### src/rtl/rob_commit_unit.sv
// In-order reorder buffer: allocates entries at issue, records writebacks and retires one
// entry per cycle from the head. Define ROB_WB_BYPASS_EN to forward writebacks to operand lookup.
module rob_commit_unit #(
    parameter int unsigned ROB_WIDTH_BIT = 3
) (
    input  logic                     clk_in,
    input  logic                     rst_in,
    input  logic                     rdy_in,

    input  logic                     issue_valid,
    input  logic [4:0]               issue_rd,
    input  logic                     issue_is_br,
    output logic                     issue_ready,
    output logic [4:0]               new_reg_id,
    output logic [ROB_WIDTH_BIT-1:0] new_ROB_id,

    input  logic                     wb_valid,
    input  logic [ROB_WIDTH_BIT-1:0] wb_rob_id,
    input  logic [31:0]              wb_val,
    input  logic                     wb_mispred,
    input  logic [31:0]              wb_target,

    output logic [4:0]               write_reg_id,
    output logic [ROB_WIDTH_BIT-1:0] write_ROB_id,
    output logic [31:0]              write_val,

    input  logic [ROB_WIDTH_BIT-1:0] rs1_id,
    input  logic [ROB_WIDTH_BIT-1:0] rs2_id,
    output logic                     rs1_ready,
    output logic                     rs2_ready,
    output logic [31:0]              rs1_val,
    output logic [31:0]              rs2_val,

    output logic                     clear_flag,
    output logic [31:0]              clear_pc
);

    localparam int unsigned DEPTH = 1 << ROB_WIDTH_BIT;
    localparam logic [ROB_WIDTH_BIT:0] DEPTH_CNT = (ROB_WIDTH_BIT + 1)'(DEPTH);

    logic [ROB_WIDTH_BIT-1:0] head_q, tail_q;
    logic [ROB_WIDTH_BIT:0]   count_q;

    logic [DEPTH-1:0] busy_q, ready_q, is_br_q, mispred_q;
    logic [4:0]       rd_q     [DEPTH];
    logic [31:0]      val_q    [DEPTH];
    logic [31:0]      target_q [DEPTH];

    logic issue_fire, commit_fire, wb_fire, flush;

    // issue_ready looks only at the registered count, so a full buffer never
    // accepts an issue even when it commits in the same cycle.
    assign issue_ready = (count_q < DEPTH_CNT) && !clear_flag && rdy_in;
    assign issue_fire  = issue_valid && issue_ready;
    assign commit_fire = busy_q[head_q] && ready_q[head_q] && rdy_in && !clear_flag;
    assign wb_fire     = wb_valid && busy_q[wb_rob_id] && rdy_in && !clear_flag;
    assign flush       = commit_fire && mispred_q[head_q];

    assign new_reg_id   = issue_fire ? issue_rd : 5'd0;
    assign new_ROB_id   = tail_q;
    assign write_reg_id = commit_fire ? rd_q[head_q] : 5'd0;
    assign write_ROB_id = commit_fire ? head_q : '0;
    assign write_val    = commit_fire ? val_q[head_q] : 32'd0;

    // Branch flag is kept with the entry for debug visibility only.
    logic unused_is_br;
    assign unused_is_br = ^is_br_q;

    always_comb begin
        rs1_ready = ready_q[rs1_id];
        rs1_val   = val_q[rs1_id];
        rs2_ready = ready_q[rs2_id];
        rs2_val   = val_q[rs2_id];
`ifdef ROB_WB_BYPASS_EN
        if (wb_valid && (wb_rob_id == rs1_id) && busy_q[rs1_id]) begin
            rs1_ready = 1'b1;
            rs1_val   = wb_val;
        end
        if (wb_valid && (wb_rob_id == rs2_id) && busy_q[rs2_id]) begin
            rs2_ready = 1'b1;
            rs2_val   = wb_val;
        end
`endif
    end

    always_ff @(posedge clk_in or negedge rst_in) begin
        if (!rst_in) begin
            head_q     <= '0;
            tail_q     <= '0;
            count_q    <= '0;
            busy_q     <= '0;
            ready_q    <= '0;
            is_br_q    <= '0;
            mispred_q  <= '0;
            clear_flag <= 1'b0;
            clear_pc   <= 32'd0;
            for (int i = 0; i < int'(DEPTH); i++) begin
                rd_q[i]     <= 5'd0;
                val_q[i]    <= 32'd0;
                target_q[i] <= 32'd0;
            end
        end else if (rdy_in) begin
            clear_flag <= flush;
            if (flush) begin
                clear_pc <= target_q[head_q];
                busy_q   <= '0;
                ready_q  <= '0;
                head_q   <= '0;
                tail_q   <= '0;
                count_q  <= '0;
            end else begin
                if (wb_fire) begin
                    ready_q[wb_rob_id]   <= 1'b1;
                    val_q[wb_rob_id]     <= wb_val;
                    mispred_q[wb_rob_id] <= wb_mispred;
                    target_q[wb_rob_id]  <= wb_target;
                end
                // Placed after the writeback so freeing the head wins on a shared index.
                if (commit_fire) begin
                    busy_q[head_q]  <= 1'b0;
                    ready_q[head_q] <= 1'b0;
                    head_q          <= head_q + ROB_WIDTH_BIT'(1);
                end
                if (issue_fire) begin
                    busy_q[tail_q]    <= 1'b1;
                    ready_q[tail_q]   <= 1'b0;
                    mispred_q[tail_q] <= 1'b0;
                    rd_q[tail_q]      <= issue_rd;
                    is_br_q[tail_q]   <= issue_is_br;
                    tail_q            <= tail_q + ROB_WIDTH_BIT'(1);
                end
                count_q <= count_q + (ROB_WIDTH_BIT + 1)'(issue_fire)
                                   - (ROB_WIDTH_BIT + 1)'(commit_fire);
            end
        end
    end

endmodule
### config.mk
export PLATFORM = sky130hd
export DESIGN_NAME = rob_commit_unit
export DESIGN_NICKNAME = d
export VERILOG_FILES = /design/src/rtl/rob_commit_unit.sv
export SDC_FILE = /design/constraint.sdc
export NUM_CORES = 1
export LEC_CHECK = 0
export ABC_CLOCK_PERIOD_IN_PS = 7800
export BUFFER_PORTS_ARGS = -buffer_cell sky130_fd_sc_hd__buf_2
export CAP_MARGIN = 40
export CORE_MARGIN = 2
export CORE_UTILIZATION = 47
export CTS_BUF_LIST = sky130_fd_sc_hd__clkbuf_8
export CTS_CLUSTER_SIZE = 25
export DETAILED_ROUTE_END_ITERATION = 7
export SLEW_MARGIN = 20
export SYNTH_ARGS = -nofsm -noshare
export SYNTH_HDL_FRONTEND = slang
export SYNTH_SLANG_ARGS = --single-unit
### constraint.sdc
create_clock -name clk_in -period 7.8 [get_ports clk_in]
set_clock_uncertainty 0.05 [all_clocks]
set_input_delay 0.39 -clock clk_in [delete_from_list [all_inputs] [get_ports clk_in]]
set_output_delay 0.39 -clock clk_in [all_outputs]
set_load 0.01 [all_outputs]
**Word level (Yosys, flattened, before mapping)**

Cells that the tools add are included.

- Output and inout port bits: 148
- Input bits: 85
- Word-level logic and storage cells: 157
- Bits in registers: 619

- Bitwise gates (word level): 14
- Muxes and demuxes: 67
- Add/subtract/negate cells: 4
- $lt $le $gt $ge: 16
- Reduce and logical (&&, ||, !) cells: 24

Operator list:

| kind | number |
|---|---|
| bitwise mux 256 bit | 2 |
| binary-select mux 32 bit (select 3 bit) | 4 |
| 2-to-1 mux 32 bit | 10 |
| 2-to-1 mux 8 bit | 17 |
| demux 32 bit (select 3 bit) | 1 |
| bitwise mux 40 bit | 1 |
| AND 8 bit | 4 |
| 2-to-1 mux 5 bit | 5 |
| >= comparator 4 bit (second input constant) | 5 |
| < comparator 3 x 4 -> 1 bit (second input constant) | 5 |
| inverter 3 -> 4 bit | 5 |
| binary-select mux 1 bit (select 3 bit) | 6 |
| inverter 8 bit | 2 |
| bitwise OR 8 bit | 2 |
| binary-select mux 5 bit (select 3 bit) | 1 |
| demux 5 bit (select 3 bit) | 1 |
| logical AND 1 bit | 15 |
| 2-to-1 mux 3 bit | 5 |
| demux 1 bit (select 3 bit) | 3 |
| >= comparator 3 x 1 -> 1 bit (second input constant) | 3 |
| 2-to-1 mux 1 bit | 9 |
| bitwise mux 8 bit | 1 |
| < comparator 4 x 1 -> 1 bit (second input constant) | 2 |
| AND reduction 2 bit | 4 |
| other kinds (9) | 12 |

**Longest topological paths before layout**

- Depth after elaboration: 15
- Mapped depth: 13

**Least setup slack after synthesis**

No wires, ideal clock.

- Path type: reg-to-reg
- Start: reg head_q[0]
- End: reg count_q[2]
- Library setup time: 141 ps
- Path buffers: 1
- Slack: 4875 ps
- Required time: 7609 ps
- Cell stages (with the launch flop): 13
- Arrival time: 2734 ps
- Cells stage by stage: dfrtp_1 -> buf_6 -> mux4_2 -> and3_4 -> a2bb2oi_1 -> clkinv_1 -> ha_1 -> inv_1 -> ha_1 -> fa_1 -> xor2_1 -> nand2_1 -> o22ai_1

- Word-level cells in the longest chain between the ends: 7
- Elaborated cells between the ends (all ways): 12

Ends and longest elaborated chain:

| item | line | text |
|---|---|---|
| from (decl) | 41 | `logic [ROB_WIDTH_BIT-1:0] head_q, tail_q;` |
| from (signal assigned) | 122 | `head_q <= head_q + ROB_WIDTH_BIT'(1);` |
| binary-select mux 1 bit (select 3 bit) | 55 | `assign commit_fire = busy_q[head_q] && ready_q[head_q] && rdy_in && !clear_flag;` |
| 2-to-1 mux 1 bit (not written as such) | 55 |  |
| logical AND 1 bit (3 in series) | 55 |  |
| subtractor 4 x 1 -> 4 bit or logical AND 1 bit (tied branches) | 133, 57 |  |
| 2-to-1 mux 4 bit (*) | 104 | `if (flush) begin` |
| to (signal assigned) | 132 | `count_q <= count_q + (ROB_WIDTH_BIT + 1)'(issue_fire)` |
| to (decl) | 42 | `logic [ROB_WIDTH_BIT:0] count_q;` |

Mark *: on every way between the ends. The rest lies on a longest branch, timed or not. The select of a mux whose other input is x is not followed.
A chain may end at the register's enable or synchronous reset.

**Final worst setup path**

- Start: reg head_q[1]
- End: out write_ROB_id[0]

- Word-level cells in the longest chain between the ends: 6
- Elaborated cells between the ends (all ways): 8

Ends and longest elaborated chain:

| item | line | text |
|---|---|---|
| binary-select mux 1 bit (select 3 bit) | 55 |  |
| 2-to-1 mux 1 bit (not written as such) | 55 |  |
| logical AND 1 bit (*) (3 in series) | 55 |  |
| 2-to-1 mux 3 bit (*) | 62 | `assign write_ROB_id = commit_fire ? head_q : '0;` |
| to (decl) | 24 | `output logic [ROB_WIDTH_BIT-1:0] write_ROB_id,` |

Marks and branches as above.

==> flow_summary.toml <==
[logic_synthesis]
synth_nets = 2488
synth_cell_types = 54
synthCells = 2396
synthMuxAreaShare = 0.383
synth_top_family_by_area = "multiplexers"
synth_area_um2 = 32100
ys_warn_count = 0
synthAdderAreaFrac = 0.00297
synth-compound-area-share = 0.0697
synth_flop_cell = "dfrtp_1"
synth_edf_count = 0
ys_seq_elements = 619
syn_avg_cell_area_um2 = 13.4
synth-simple-area-share = 0.0332
seq_area_frac_synth = 0.483
synthXorXnorAreaFrac = 0.000820
async_reset_ff_frac = 1.00

[clock_network]
cts_buffers = 110
cts_tree = "yes"
clk_pin_slew_ns = 0.06
insertion_delay_ns = 0.70
cts_htree_levels = 3
numClockSinks = 619
cts-resized-gates = 0
ctsRootBufferMaster = "clkbuf_8"
cts_buffer_depth = 3

[global_route]
grt_pass1_vias = 23334
grt_antenna_before_repair = 5
grt_max_degree = 173
overflow = 0
grt.total_usage = 0.257
grt_pass1_wl_um = 139000

[placement]
post-place-ws_ns = 2.78
dp_hpwl_um = 51800
place.gp.congestion = 0.827
numPortBuffers = 231

[floorplan]
ios = 233
start_util = 0.476
core_um2 = 67400
rows = 95
die_y_um = 265
dieArea_um2 = 70300
die_w_um = 265

[timing]
slew_violations = 0
fmax_ghz = 0.195
slew_headroom = 0.295
fin_crit_ns = 5.14
fin_ws_ns = 2.66
post-route-period-util = 0.659
grt_setup_unrepaired = "false"
finalSetupViolCount = 0
hold_violations = 0
setup-tns-final_ns = 0
max_slew.worst_pin.slew_ns = 1.06

[power_and_ir_drop]
combPwrFrac = 0.368
p_seq_frac = 0.401
clockPowerShare = 0.231
peakVddDrop_mv = 0.167
p_sw_frac = 0.348
power.switching_mw = 4.50
p_int_mw = 8.45
power_leakage_nw = 17.4
power_density_nw_per_um2 = 348
power.total_mw = 12.9

[detailed_routing]
vias = 21801
ant_nets = 0
first_iter_violations = 1545
wire_per_inst_um = 24.7
route.detailed.drc = 0
wl_um = 89600
vias_per_cell = 6.01
first_pass_iters = 7

[final_layout]
area_delta_synth_final_pct = 16.1
final_common_cell = "mux2_2"
nets = 2766
final_layout_size_suffix_gt1_frac = 0.473
final_cell_mix = "mux2_2 (689), dfrtp_1 (616), buf_2 (228)"
final_util = 0.552
fill_cells = 5643

[min_path]
hold_class = "in2async"

[critical_path]
worstPathArrival_ns = 4.70
end_kind = "output port"
worstSetupPathType = "reg2out"
crit_required_ns = 7.36
cp-start-kind = "register"
crit_fanout = 47

[run_status]
outcome = "finished, final reports clean"

[run]
maxCapViolCount = 0
-- final timing paths --
kind | cells after the start | slack [ns] | startpoint | to
max in group asynchronous | 4 | 5.37 | rst_in | target_q[248]$_DFFE_PN0P_
max reg2reg | 15 | 2.75 | head_q[1]$_DFFE_PN0P_ | count_q[3]$_DFFE_PN0P_
min in group clk_in | 4 | 0.23 | wb_rob_id[0] | ready_q[3]$_DFFE_PN0P_
min reg2reg | 1 | 0.45 | target_q[5]$_DFFE_PN0P_ | target_q[5]$_DFFE_PN0P_
min | 2 | 0.23 | rst_in | val_q[103]$_DFFE_PN0P_
max | 9 | 2.66 | head_q[1]$_DFFE_PN0P_ | write_ROB_id[0]
-- routing by layer --
metal  vias to the layer above  track usage  wire (µm)
met3                       196       0.0449       4480
met2                       637        0.441      44800
li1                       9571            -          -
met4                         6       0.0854       2510
met1                     11391        0.330      37800
met5                         -            0         32
-- synthesized netlist by cell type, drive strengths merged, types with 3 or more instances --
library cell    n  area [µm²]
o211a           3        30.0
o21ai          18        90.1
o22ai          74         463
mux2          694        7830
a21o            8        60.1
a21oi         168         841
clkbuf         85         319
and3            8        55.1
inv             7        26.3
nand2b          9        56.3
nand2          21        78.8
nor2          155         597
dfrtp         619       15500
mux4          135        3040
a211oi         37         278
nor2b           8        50.1
o22a           27         236
mux2i         141        1410
buf           107         510
a31oi           4        25.0
nand3           6        35.0
nor3            3        25.0
and4            3        26.3
and2           11        68.8
a22oi          16         120
ha              6        75.1
-- cells by family after synthesis --
family	after synthesis
simple gates	232
buf+inv	201
fa+ha+maj	7
xor+xnor	3
compound gates	364
mux	970
flops	619
-- stage by stage --
step	hold WS, ns	cell area, µm²	std cells
after global routing	0.191	37200	3628
after floorplan	0.0444	32100	2396
after global placement	0.402	34000	3350
final	0.225	37200	3628
after detailed placement	0.412	34300	3361
after CTS	0.146	37200	3624
-- critical path, stage by stage, from the launching register on --
cell and delay (ns):
dfrtp_4 0.61, buf_4 0.68, clkinv_1 0.16, buf_4 0.34, and3_4 0.26, a2bb2oi_4 0.12
buf_4 0.66, clkinv_1 0.54, and2_1 0.38, buf_2 0.17
-- area by class of cell --
| class | instances | area (µm²) | share of cell area |
|---|---|---|---|
| clock buffers | 143 | 1970 | 0.0529 |
| repair buffers | 358 | 2560 | 0.0687 |
| inverters | 9 | 33.8 | 0.000908 |
| diodes | 2 | 5.00 | 0.000134 |
| well taps | 873 | 1090 | 0.0293 |
| clock inverters | 48 | 231 | 0.00622 |
| multi-input cells | 1576 | 15800 | 0.425 |
| flip-flops and latches | 619 | 15500 | 0.416 |
-- registers in the layout, indices dropped and copies added, names as in the netlist --
signal,count
clear_flag,1
busy_q,8
count_q,4
target_q,256
rd_q,40
new_ROB_id,3
mispred_q,8
clear_pc,32
ready_q,8
val_q,256
head_q,3
-- timing repair --
item | in CTS | in global routing
endpoints found under the hold margin | 644 | 0
hold buffers | 72 | 0
setup buffers | 0 | 0
-- power groups by stage --
stage          clock network [mW]  logic (mW)  registers [mW]
5_1_grt                      3.23        5.18            5.34
3_5_place_dp                    0        4.75            5.22
2_1_floorplan                   0        3.50            4.92
4_1_cts                      3.08        4.80            5.17
6_report                     2.99        4.76            5.19
3_3_place_gp                    0        4.59            5.14
Power figures use the tool's default switching activity.
